## src/rtl/gray_counter.sv

```systemverilog
// rtl/gray_counter.sv - registered Gray-code up/down counter with load, wrap/saturate and boundary flags
// Optional binary mirror output bin_o is enabled by defining GRAY_COUNTER_BIN_OUT_EN.
module gray_counter #(
    parameter int WIDTH = 16,
    parameter bit WRAP  = 1'b1
) (
    input  logic             clk_i,
    input  logic             rst_ni,
    input  logic             en_i,
    input  logic             dn_i,
    input  logic             load_i,
    input  logic [WIDTH-1:0] load_val_i,
    output logic [WIDTH-1:0] count_o,
    output logic             wrap_o,
`ifdef GRAY_COUNTER_BIN_OUT_EN
    output logic [WIDTH-1:0] bin_o,
`endif
    output logic             sat_o
);

    localparam logic [WIDTH-1:0] MSB_ONEHOT = {1'b1, {(WIDTH-1){1'b0}}};
    localparam logic [WIDTH-1:0] LSB_ONEHOT = WIDTH'(1);

    logic [WIDTH-1:0] r_count;
    logic             r_wrap;
    logic             r_sat;

    logic             w_parity;
    logic [WIDTH-1:0] w_low;
    logic [WIDTH-1:0] w_shift;
    logic [WIDTH-1:0] w_hi_flip;
    logic [WIDTH-1:0] w_flip;
    logic             w_at_bound;
    logic [WIDTH-1:0] w_count_nxt;
    logic             w_wrap_nxt;
    logic             w_sat_nxt;

    // Parity decides between flipping bit 0 and the bit left of the lowest set bit;
    // when no such bit exists (max going up, zero going down) the MSB flips, which is the wrap.
    always_comb begin
        w_parity   = ^r_count;
        w_low      = r_count & (~r_count + LSB_ONEHOT);
        w_shift    = w_low << 1;
        w_hi_flip  = (w_shift == '0) ? MSB_ONEHOT : w_shift;
        w_flip     = (w_parity == dn_i) ? LSB_ONEHOT : w_hi_flip;
        w_at_bound = dn_i ? (r_count == '0) : (r_count == MSB_ONEHOT);
    end

    always_comb begin
        w_count_nxt = r_count;
        w_wrap_nxt  = 1'b0;
        w_sat_nxt   = 1'b0;
        if (load_i) begin
            w_count_nxt = load_val_i;
        end else if (en_i) begin
            if (!w_at_bound) begin
                w_count_nxt = r_count ^ w_flip;
            end else if (WRAP) begin
                w_count_nxt = r_count ^ w_flip;
                w_wrap_nxt  = 1'b1;
            end else begin
                w_sat_nxt   = 1'b1;
            end
        end
    end

    always_ff @(posedge clk_i) begin
        if (!rst_ni) begin
            r_count <= '0;
            r_wrap  <= 1'b0;
            r_sat   <= 1'b0;
        end else begin
            r_count <= w_count_nxt;
            r_wrap  <= w_wrap_nxt;
            r_sat   <= w_sat_nxt;
        end
    end

    assign count_o = r_count;
    assign wrap_o  = r_wrap;
    assign sat_o   = r_sat;

`ifdef GRAY_COUNTER_BIN_OUT_EN
    function automatic logic [WIDTH-1:0] gray2bin(input logic [WIDTH-1:0] g);
        logic [WIDTH-1:0] b;
        b[WIDTH-1] = g[WIDTH-1];
        for (int i = WIDTH - 2; i >= 0; i--) begin
            b[i] = b[i+1] ^ g[i];
        end
        return b;
    endfunction

    logic [WIDTH-1:0] r_bin;

    // Registered from the next-state so it never lags count_o.
    always_ff @(posedge clk_i) begin
        if (!rst_ni) begin
            r_bin <= '0;
        end else begin
            r_bin <= gray2bin(w_count_nxt);
        end
    end

    assign bin_o = r_bin;
`endif

endmodule

```

## config.mk

```make
export PLATFORM = sky130hd
export DESIGN_NAME = gray_counter
export DESIGN_NICKNAME = d
export VERILOG_FILES = /design/src/rtl/gray_counter.sv
export SDC_FILE = /design/constraint.sdc
export NUM_CORES = 1
export LEC_CHECK = 0
export BUFFER_PORTS_ARGS = -buffer_cell sky130_fd_sc_hd__buf_2
export CORE_UTILIZATION = 45
export DETAILED_ROUTE_END_ITERATION = 8
export PLACE_DENSITY = 0.79
export SLEW_MARGIN = 10
export SYNTH_ARGS = -nofsm -noshare
export SYNTH_HDL_FRONTEND = slang
export SYNTH_SLANG_ARGS = --single-unit
```

## constraint.sdc

```tcl
create_clock -name clk_i -period 4.4 [get_ports clk_i]
set_clock_uncertainty 0.15 [all_clocks]
set_input_delay 0.66 -clock clk_i [delete_from_list [all_inputs] [get_ports clk_i]]
set_output_delay 0.66 -clock clk_i [all_outputs]
set_load 0.05 [all_outputs]
```

=== Word-level counts from Yosys, hierarchy flattened ===
Index checks and enable logic that the tools add are counted.

* Muxes and demuxes: 6
* Reductions and logical operators: 5
* Equal/unequal tests: 2
* Add/subtract/negate cells: 1
* Bitwise operators: 5

{| class="wikitable"
|+ Operators with widths
! cell !! count
|-
| 16-bit 2-to-1 mux || 4
|-
| 16-bit zero test || 2
|-
| 16-bit == test (second input constant) || 1
|-
| 16-bit parity || 1
|-
| 16-bit bitwise XOR || 1
|-
| 15-bit by 1-bit adder with 15-bit output (second input constant) || 1
|-
| 15-bit bitwise AND || 1
|-
| 15-bit inverter || 1
|-
| 3-bit OR reduction || 1
|-
| 1-bit 2-to-1 mux || 2
|-
| 1-bit inverter || 2
|-
| 2-bit nonzero test || 1
|-
| 1-bit == test || 1
|}

* Bits in registers: 17
* Output and inout bits: 18
* Input bits: 21
* Word-level logic and storage cells: 21

=== Longest topological paths before layout ===
Gate-level depths: netlist of run 1.

* Word-level depth: 9
* Gate-level depth with buffers: 9
* Depth with buffers taken out: 8

=== Least setup slack after synthesis of run 1 ===
No wires, ideal clock.

* Kind: register -> register
* From: register r_count[0] (netlist: count_o[0])
* To: register r_count[14] (netlist: count_o[14])
* Data required time: 4.176 ns
* Path slack: 1.398 ns
* Data arrival time: 2.778 ns
* Setup time: 0.074 ns
* Period minus slack after synthesis: 3.002 ns
* Stages on the path, launching flop included: 9
* Buffers on the path: 0
* Cell sequence: dfxtp_1 inv_1 ha_1 xor2_1 xnor3_1 mux2i_4 nand4_2 or4_1 a31oi_1

* Cells in the longest elaborated chain, start to end: 9
* Elaborated cells between the ends (all ways): 11
* Those cells by class: add/sub (1); eq/ne (1); mux (4); bitwise (3); reduce/logical (2)

{| class="wikitable"
|+ RTL lines
! element !! RTL line !! RTL
|-
| from (decl) || 24 || <nowiki>logic [WIDTH-1:0] r_count;</nowiki>
|-
| from (signal assigned) || 73 || <nowiki>r_count <= w_count_nxt;</nowiki>
|-
| 15-bit inverter || 42 || <nowiki>w_low = r_count & (~r_count + LSB_ONEHOT);</nowiki>
|-
| 15-bit by 1-bit adder with 15-bit output || 42 ||
|-
| 15-bit bitwise AND || 42 ||
|-
| 16-bit zero test || 44 || <nowiki>w_hi_flip = (w_shift == '0) ? MSB_ONEHOT : w_shift;</nowiki>
|-
| 16-bit 2-to-1 mux || 44 ||
|-
| 16-bit 2-to-1 mux * || 45 || <nowiki>w_flip = (w_parity == dn_i) ? LSB_ONEHOT : w_hi_flip;</nowiki>
|-
| 16-bit bitwise XOR * || 57, 59 ||
|-
| 16-bit 2-to-1 mux * || 55 || <nowiki>end else if (en_i) begin</nowiki>
|-
| 16-bit 2-to-1 mux * || 53 || <nowiki>if (load_i) begin</nowiki>
|}

Every way passes the cells marked *; elsewhere a longest branch is shown, timed or not. The select of a mux whose other input is x is not followed.
A chain may end at the register's enable or synchronous reset.

=== Worst setup path after layout of run 1 ===
Same ends and word-level chain as after synthesis.

==> results of run 1 <==
critical path, stage by stage (launching register included):
cell     delay, ns
dfxtp_1       0.40
inv_1         0.12
ha_1          0.32
xor2_1        0.16
xnor3_1       0.46
mux2i_4       0.55
nand4_2       0.14
or4_1         0.42
a31oi_1       0.17
per-layer routing:
layer  wire, um  GRT usage (%)  up-vias
met1       1364          23.73      576
met5          0              0        -
met3        118          4.419        4
met2       1298          32.87       30
met4         30          5.357        0
li1           -              -      648
flip-flops by register name, summed over array words and instances (netlist names):
register,cells
count_o,16
wrap_o,1
synthesized netlist by cell type, types with 2 or more instances:
cell type / n
nand2b_1: 5
and4_1: 2
nand4_1: 6
o21ai_0: 15
mux2i_1: 2
o2111ai_1: 2
ha_1: 11
and3_1: 3
xnor3_1: 2
inv_1: 19
a21oi_1: 15
xnor2_1: 14
dfxtp_1: 17
nor2_1: 5
nand3_1: 10
a31oi_1: 4
clkbuf_1: 4
nand2_1: 7
nor4_1: 3
per-stage QoR:
stage | hold WS [ns] | std cells | power, mW | util (%) | setup WS (ns)
after floorplan | 0.5855 | 162 | 0.4553 | - | 1.398
after global placement | 0.3862 | 224 | 0.5090 | 54.36 | 1.556
after detailed placement | 0.4028 | 224 | 0.5103 | 54.36 | 1.499
after CTS | 0.4173 | 228 | 0.6031 | 55.31 | 1.454
after global routing | 0.4204 | 228 | 0.6393 | 55.31 | 1.299
final | 0.4210 | 228 | 0.5994 | 55.31 | 1.432
path summary, 6_finish.rpt:
check,start,to,slack [ns]
min,load_val_i[12],count_o[12],0.42
min reg2reg,count_o[14],count_o[14],0.42
max,count_o[0],count_o[14],1.43
max reg2reg,count_o[0],count_o[14],1.43
logic make-up (layout without fill, tap and decap cells):
kind of cell	Yosys count	after routing	share of synthesized area, %
other	1	1	0.2879
AND/OR/NAND/NOR	44	44	18.73
XOR/XNOR	17	17	13.54
buffers and inverters	25	60	7.588
flip-flops	17	17	26.13
AO/OA/AOI/OAI	44	44	19.88
multiplexers	3	3	3.266
adder cells (fa/ha/maj)	11	11	10.57
power by group through the flow:
| stage | Combinational, mW | Sequential [mW] | Clock, mW |
|---|---|---|---|
| floorplan | 0.221 | 0.234 | 0 |
| global placement | 0.322 | 0.187 | 0 |
| detailed placement | 0.323 | 0.187 | 0 |
| CTS | 0.325 | 0.184 | 0.0939 |
| global route | 0.353 | 0.187 | 0.0997 |
| finish | 0.325 | 0.184 | 0.0901 |
cell type report:
class / instances / area [um^2] / share of cell area [%]
multi-input combinational: 120 / 863.3 / 56.60
sequential: 17 / 340.3 / 22.31
timing repair buffer: 37 / 185.2 / 12.14
clock buffer: 4 / 26.28 / 1.723
tap: 31 / 38.79 / 2.543
inverter: 19 / 71.32 / 4.676
cells in the final DEF (no fill, tap or decap):
| cell type | synthesis | layout |
|---|---|---|
| and3_1 | 3 | 3 |
| xnor3_1 | 2 | 2 |
| o2111a_1 | 1 | 1 |
| xor2_1 | 1 | 1 |
| nand2b_1 | 5 | 5 |
| o21ai_1 | 1 | 1 |
| nor4_1 | 3 | 3 |
| clkbuf_1 | 4 | 1 |
| and4_1 | 2 | 2 |
| o21a_1 | 1 | 1 |
| o211a_1 | 1 | 1 |
| clkbuf_4 | 0 | 3 |
| a21o_1 | 1 | 1 |
| ha_1 | 11 | 11 |
| a211oi_1 | 1 | 1 |
| nor3_1 | 1 | 1 |
| xnor2_1 | 14 | 14 |
| nor2_1 | 5 | 5 |
| o311a_1 | 1 | 1 |
| a21oi_1 | 15 | 15 |
| dfxtp_1 | 17 | 17 |
| o21ai_0 | 15 | 15 |
| nand2_1 | 7 | 7 |
| inv_1 | 19 | 19 |
| o2111ai_1 | 2 | 2 |
| buf_2 | 1 | 37 |
| o31ai_1 | 1 | 1 |
| nand4_2 | 1 | 1 |
| nand3_1 | 10 | 10 |
| nand4_1 | 6 | 6 |
| a31oi_1 | 4 | 4 |
| or4_1 | 1 | 1 |
| mux2i_1 | 2 | 2 |
| conb_1 | 1 | 1 |
| mux2i_4 | 1 | 1 |
==> flow_metrics.env, run 1 <==
export IMPL_status="finished, final reports clean"
export IMPL_synthTopCellsByArea="dfxtp_1 26%, ha_1 11%, xnor2_1 9.4%"
export IMPL_rsz0062_at_grt="false"
export IMPL_postCtsResizedCells=0
export IMPL_drt_wl_total_um=2811
export IMPL_die_w_um=55.80
export IMPL_async_flop_share_pct=0
export IMPL_power_density_cell_area_nw_per_um2=393.0
export IMPL_cts_tree="yes"
export IMPL_die_area_um2=3114
export IMPL_ir_drop_v=0.0003672
export IMPL_cp_arrival_ns=3.05
export IMPL_critPathRequiredTime_ns=4.48
export IMPL_vias_per_cell=5.518
export IMPL_path_max_fanout=18
export IMPL_first_global_vias=1110
export IMPL_hold_viol=0
export IMPL_yosys_area_top_type="dfxtp_1"
export IMPL_combPwrFrac_pct=54.2
export IMPL_postCtsHoldBufs=0
export IMPL_grt_pass1_wl_um=4747
export IMPL_syn_avg_cell_area_um2=8.040
export IMPL_start_util_pct=47.23
export IMPL_fin_crit_ns=2.968
export IMPL_synth_cell_type_count=35
export IMPL_max_freq_ghz=0.3369
export IMPL_drt_iter0_markers=24
export IMPL_synth_edff_count=0
export IMPL_antenna_found_initial=0
export IMPL_synthFlopType="dfxtp_1"
export IMPL_num_vias=1258
export IMPL_root_buffer="clkbuf_4"
export IMPL_setup_viol=0
export IMPL_sequentialPowerShare_pct=30.7
export IMPL_worstMarginPinSlew_ns=0.7206
export IMPL_wl_per_cell_um=12.33
export IMPL_numPortBuffers=37
export IMPL_die_h_um=55.80
export IMPL_p_sw_share_pct=44.41
export IMPL_cp_end_kind="register"
export IMPL_ios=39
export IMPL_whs_path_depth=2
export IMPL_coreArea_um2=2758
export IMPL_nets=230
export IMPL_numCtsBuffers=3
export IMPL_detail_route_antenna_nets=0
export IMPL_syn_area_um2=1302
export IMPL_internal_power_mw=0.3332
export IMPL_gp_congestion=0.8434
export IMPL_relSlewSlack_pct=51.91
export IMPL_p_clk_share_pct=15.0
export IMPL_drc=0
export IMPL_cts_buffer_depth=2
export IMPL_min_delay_path_class="primary input to register"
export IMPL_dpl_hpwl_um=2151
export IMPL_clkSlewWorstSetupHoldPaths_ns=0.11
export IMPL_syn_inst=162
export IMPL_nFillCells=285
export IMPL_htree_levels=1
export IMPL_drv_slew=0
export IMPL_area_growth_pct=17.10
export IMPL_ys_ff_latch=17
export IMPL_synth_nets=194
export IMPL_r2r_cells=8
export IMPL_place_area_um2=1499
export IMPL_dr_pass1_iters=4
export IMPL_overflow=0
export IMPL_p_leak_nw=0.6947
export IMPL_fin_crit_sh_pct=67.46
export IMPL_grt_util_all_layers_pct=19.09
export IMPL_rows=19
export IMPL_start_kind="register"
export IMPL_yosysSeqAreaShare_pct=26.13
export IMPL_fin_setup_tns_ns=0
export IMPL_switching_power_mw=0.2662
export IMPL_maxCapViolCount=0
export IMPL_grt_max_degree=30
export IMPL_drive_above_1_share_pct=21.32
export IMPL_cts_setup_buffers=0
export IMPL_yosysWarnings=0
export IMPL_clock_sinks=17
export IMPL_worstSetupPathType="register to register"
export IMPL_clk_latency_ns=0.30
export IMPL_final_area_um2=1525
export IMPL_synth_top_area_share_pct=26.13
export IMPL_n_antenna_cell=0
No activity file was read; power rests on OpenSTA's default activity.
==> inputs of run 2 (changes only) <==
==> constraint.sdc (replaced) <==
create_clock -name clk_i -period 2.8 [get_ports clk_i]
set_clock_uncertainty 0.15 [all_clocks]
set_input_delay 0.42 -clock clk_i [delete_from_list [all_inputs] [get_ports clk_i]]
set_output_delay 0.42 -clock clk_i [all_outputs]
set_load 0.05 [all_outputs]
==> run 2 against run 1 <==
Against the previous run:
- combinational power grew 69%
- final area grew 1.6%
- clock power up 53%
- count of clock-buffer cells in the layout is the same
- first-iteration DRC count is 120% higher
- largest cell class unchanged
==> flow_metrics.env, run 2 (synthesis results as in run 1) <==
export IMPL_worstMarginPinSlew_ns=0.7293
export IMPL_dpl_hpwl_um=2353
export IMPL_clkSlewWorstSetupHoldPaths_ns=0.10
export IMPL_worstSetupPathType="register to register"
export IMPL_largest_reg_flops=16
export IMPL_ir_drop_v=0.0005139
export IMPL_critPathRequiredTime_ns=2.89
export IMPL_max_freq_ghz=0.3806
export IMPL_start_kind="register"
export IMPL_htree_levels=1
export IMPL_rows=19
export IMPL_first_global_vias=1173
export IMPL_wl_per_cell_um=13.02
export IMPL_r2r_slack_ns=0.17
export IMPL_gp_congestion=0.8603
export IMPL_numPortBuffers=37
export IMPL_combPwrFrac_pct=55.9
export IMPL_path_buf_inv=1
export IMPL_grt_util_all_layers_pct=20.29
export IMPL_die_h_um=55.80
export IMPL_dp_cells=226
export IMPL_drt_iter0_markers=53
export IMPL_cp_slowest_stage_delay_ns=0.47
export IMPL_drt_wl_total_um=2995
export IMPL_internal_power_mw=0.5497
export IMPL_die_area_um2=3114
export IMPL_relSlewSlack_pct=51.33
export IMPL_r2r_start="count_o[0]"
export IMPL_final_core_util_pct=56.22
export IMPL_rsz0062_at_grt="false"
export IMPL_drv_slew=0
export IMPL_fin_crit_sh_pct=93.84
export IMPL_worst_path_max_delay_cell="xnor3_1"
export IMPL_clk_latency_ns=0.30
export IMPL_cp_end_kind="register"
export IMPL_grt_pass1_wl_um=5050
export IMPL_power_density_cell_area_nw_per_um2=631.7
export IMPL_clock_sinks=17
export IMPL_maxCapViolCount=0
export IMPL_ios=39
export IMPL_dr_pass1_iters=4
export IMPL_fin_setup_tns_ns=0
export IMPL_hold_viol=0
export IMPL_p_sw_share_pct=43.87
export IMPL_detail_route_antenna_nets=0
export IMPL_r2r_cells=8
export IMPL_nets=232
export IMPL_cp_arrival_ns=2.72
export IMPL_cp_num_cells=8
export IMPL_stdcell_count=230
export IMPL_layout_commonest_cell="buf_2"
export IMPL_area_growth_pct=19.02
export IMPL_cts_buffer_depth=2
export IMPL_sequentialPowerShare_pct=29.9
export IMPL_p_leak_nw=0.7071
export IMPL_overflow=0
export IMPL_path_max_fanout=5
export IMPL_cts_tree="yes"
export IMPL_switching_power_mw=0.4296
export IMPL_numCtsBuffers=3
export IMPL_cpLargestDelayFamily="XOR/XNOR gates"
export IMPL_fin_crit_ns=2.628
export IMPL_drive_above_1_share_pct=26.13
export IMPL_crit_end="count_o[14]"
export IMPL_die_w_um=55.80
export IMPL_p_clk_share_pct=14.1
export IMPL_crit_path_cell_trace="inv_1 -> ha_1 -> xor2_1 -> xnor3_1 -> mux2i_4 -> nand4_2 -> or4_1 -> a31oi_1"
export IMPL_antenna_found_initial=0
export IMPL_drc=0
export IMPL_reg2reg_to="count_o[14]"
export IMPL_postCtsResizedCells=0
export IMPL_vias_per_cell=5.465
export IMPL_min_delay_path_class="primary input to register"
export IMPL_coreArea_um2=2758
export IMPL_root_buffer="clkbuf_4"
export IMPL_cts_setup_buffers=0
export IMPL_grt_max_degree=30
export IMPL_postCtsHoldBufs=0
export IMPL_setup_viol=0
export IMPL_num_vias=1257
export IMPL_status="finished, final reports clean"
export IMPL_final_cell_mix="37 x buf_2, 19 x inv_1, 15 x o21ai_0, 15 x a21oi_1, 14 x xnor2_1"
export IMPL_start_util_pct=47.23
export IMPL_n_antenna_cell=0
export IMPL_cp_startpoint="count_o[0]"
run 2: changes by cell type in the layout (fill, tap and decap cells not counted):
cell and change:
dfxtp_1 -8, buf_4 +2, dfxtp_2 +8
run 2: final cells by class:
cell class,count,area (um^2)
clock buffer,4,26.28
inverter,19,71.32
tap,31,38.79
fill,252,1207
timing repair buffer,39,200.2
sequential,17,350.3
multi-input combinational,120,863.3
run 2: worst min path at each step:
stage                  endpoint  cells past startpoint      startpoint  slack (ns)
global route        count_o[12]                      2  load_val_i[12]        0.19
global placement    count_o[14]                      2     count_o[14]        0.39
CTS                 count_o[12]                      2  load_val_i[12]        0.19
finish              count_o[12]                      2  load_val_i[12]        0.20
floorplan                wrap_o                      1          load_i        0.35
detailed placement  count_o[14]                      2     count_o[14]        0.39
run 2: per-layer routing:
layer  vias up  routed length, um  track usage [%]
li1        647                  -                -
met1       573               1358            24.85
met2        33               1451            35.28
met5         -                  0                0
met4         0                 34            5.357
met3         4                151            5.116
run 2: worst reg2reg max path, cell delays in order (launching register included):
cell and delay (ns):
dfxtp_2 0.37, inv_1 0.10, ha_1 0.32, xor2_1 0.16, xnor3_1 0.47, mux2i_4 0.30
nand4_2 0.11, or4_1 0.43, a31oi_1 0.16
run 2: power groups by stage:
| stage | Sequential (mW) | Clock (mW) | Combinational, mW |
|---|---|---|---|
| global route | 0.296 | 0.150 | 0.592 |
| detailed placement | 0.298 | 0 | 0.544 |
| floorplan | 0.371 | 0 | 0.347 |
| CTS | 0.293 | 0.142 | 0.548 |
| finish | 0.293 | 0.138 | 0.548 |
| global placement | 0.297 | 0 | 0.538 |
run 2: per-stage QoR:
step | power (mW) | hold slack (ns) | setup WS [ns] | instance area, um^2
finish | 0.9793 | 0.1953 | 0.1725 | 1550
global route | 1.039 | 0.1877 | 0.03013 | 1550
CTS | 0.9838 | 0.1916 | 0.1746 | 1550
detailed placement | 0.8428 | 0.3886 | 0.2129 | 1524
global placement | 0.8349 | 0.3934 | 0.2617 | 1524
floorplan | 0.7186 | 0.3455 | 0.01447 | 1313
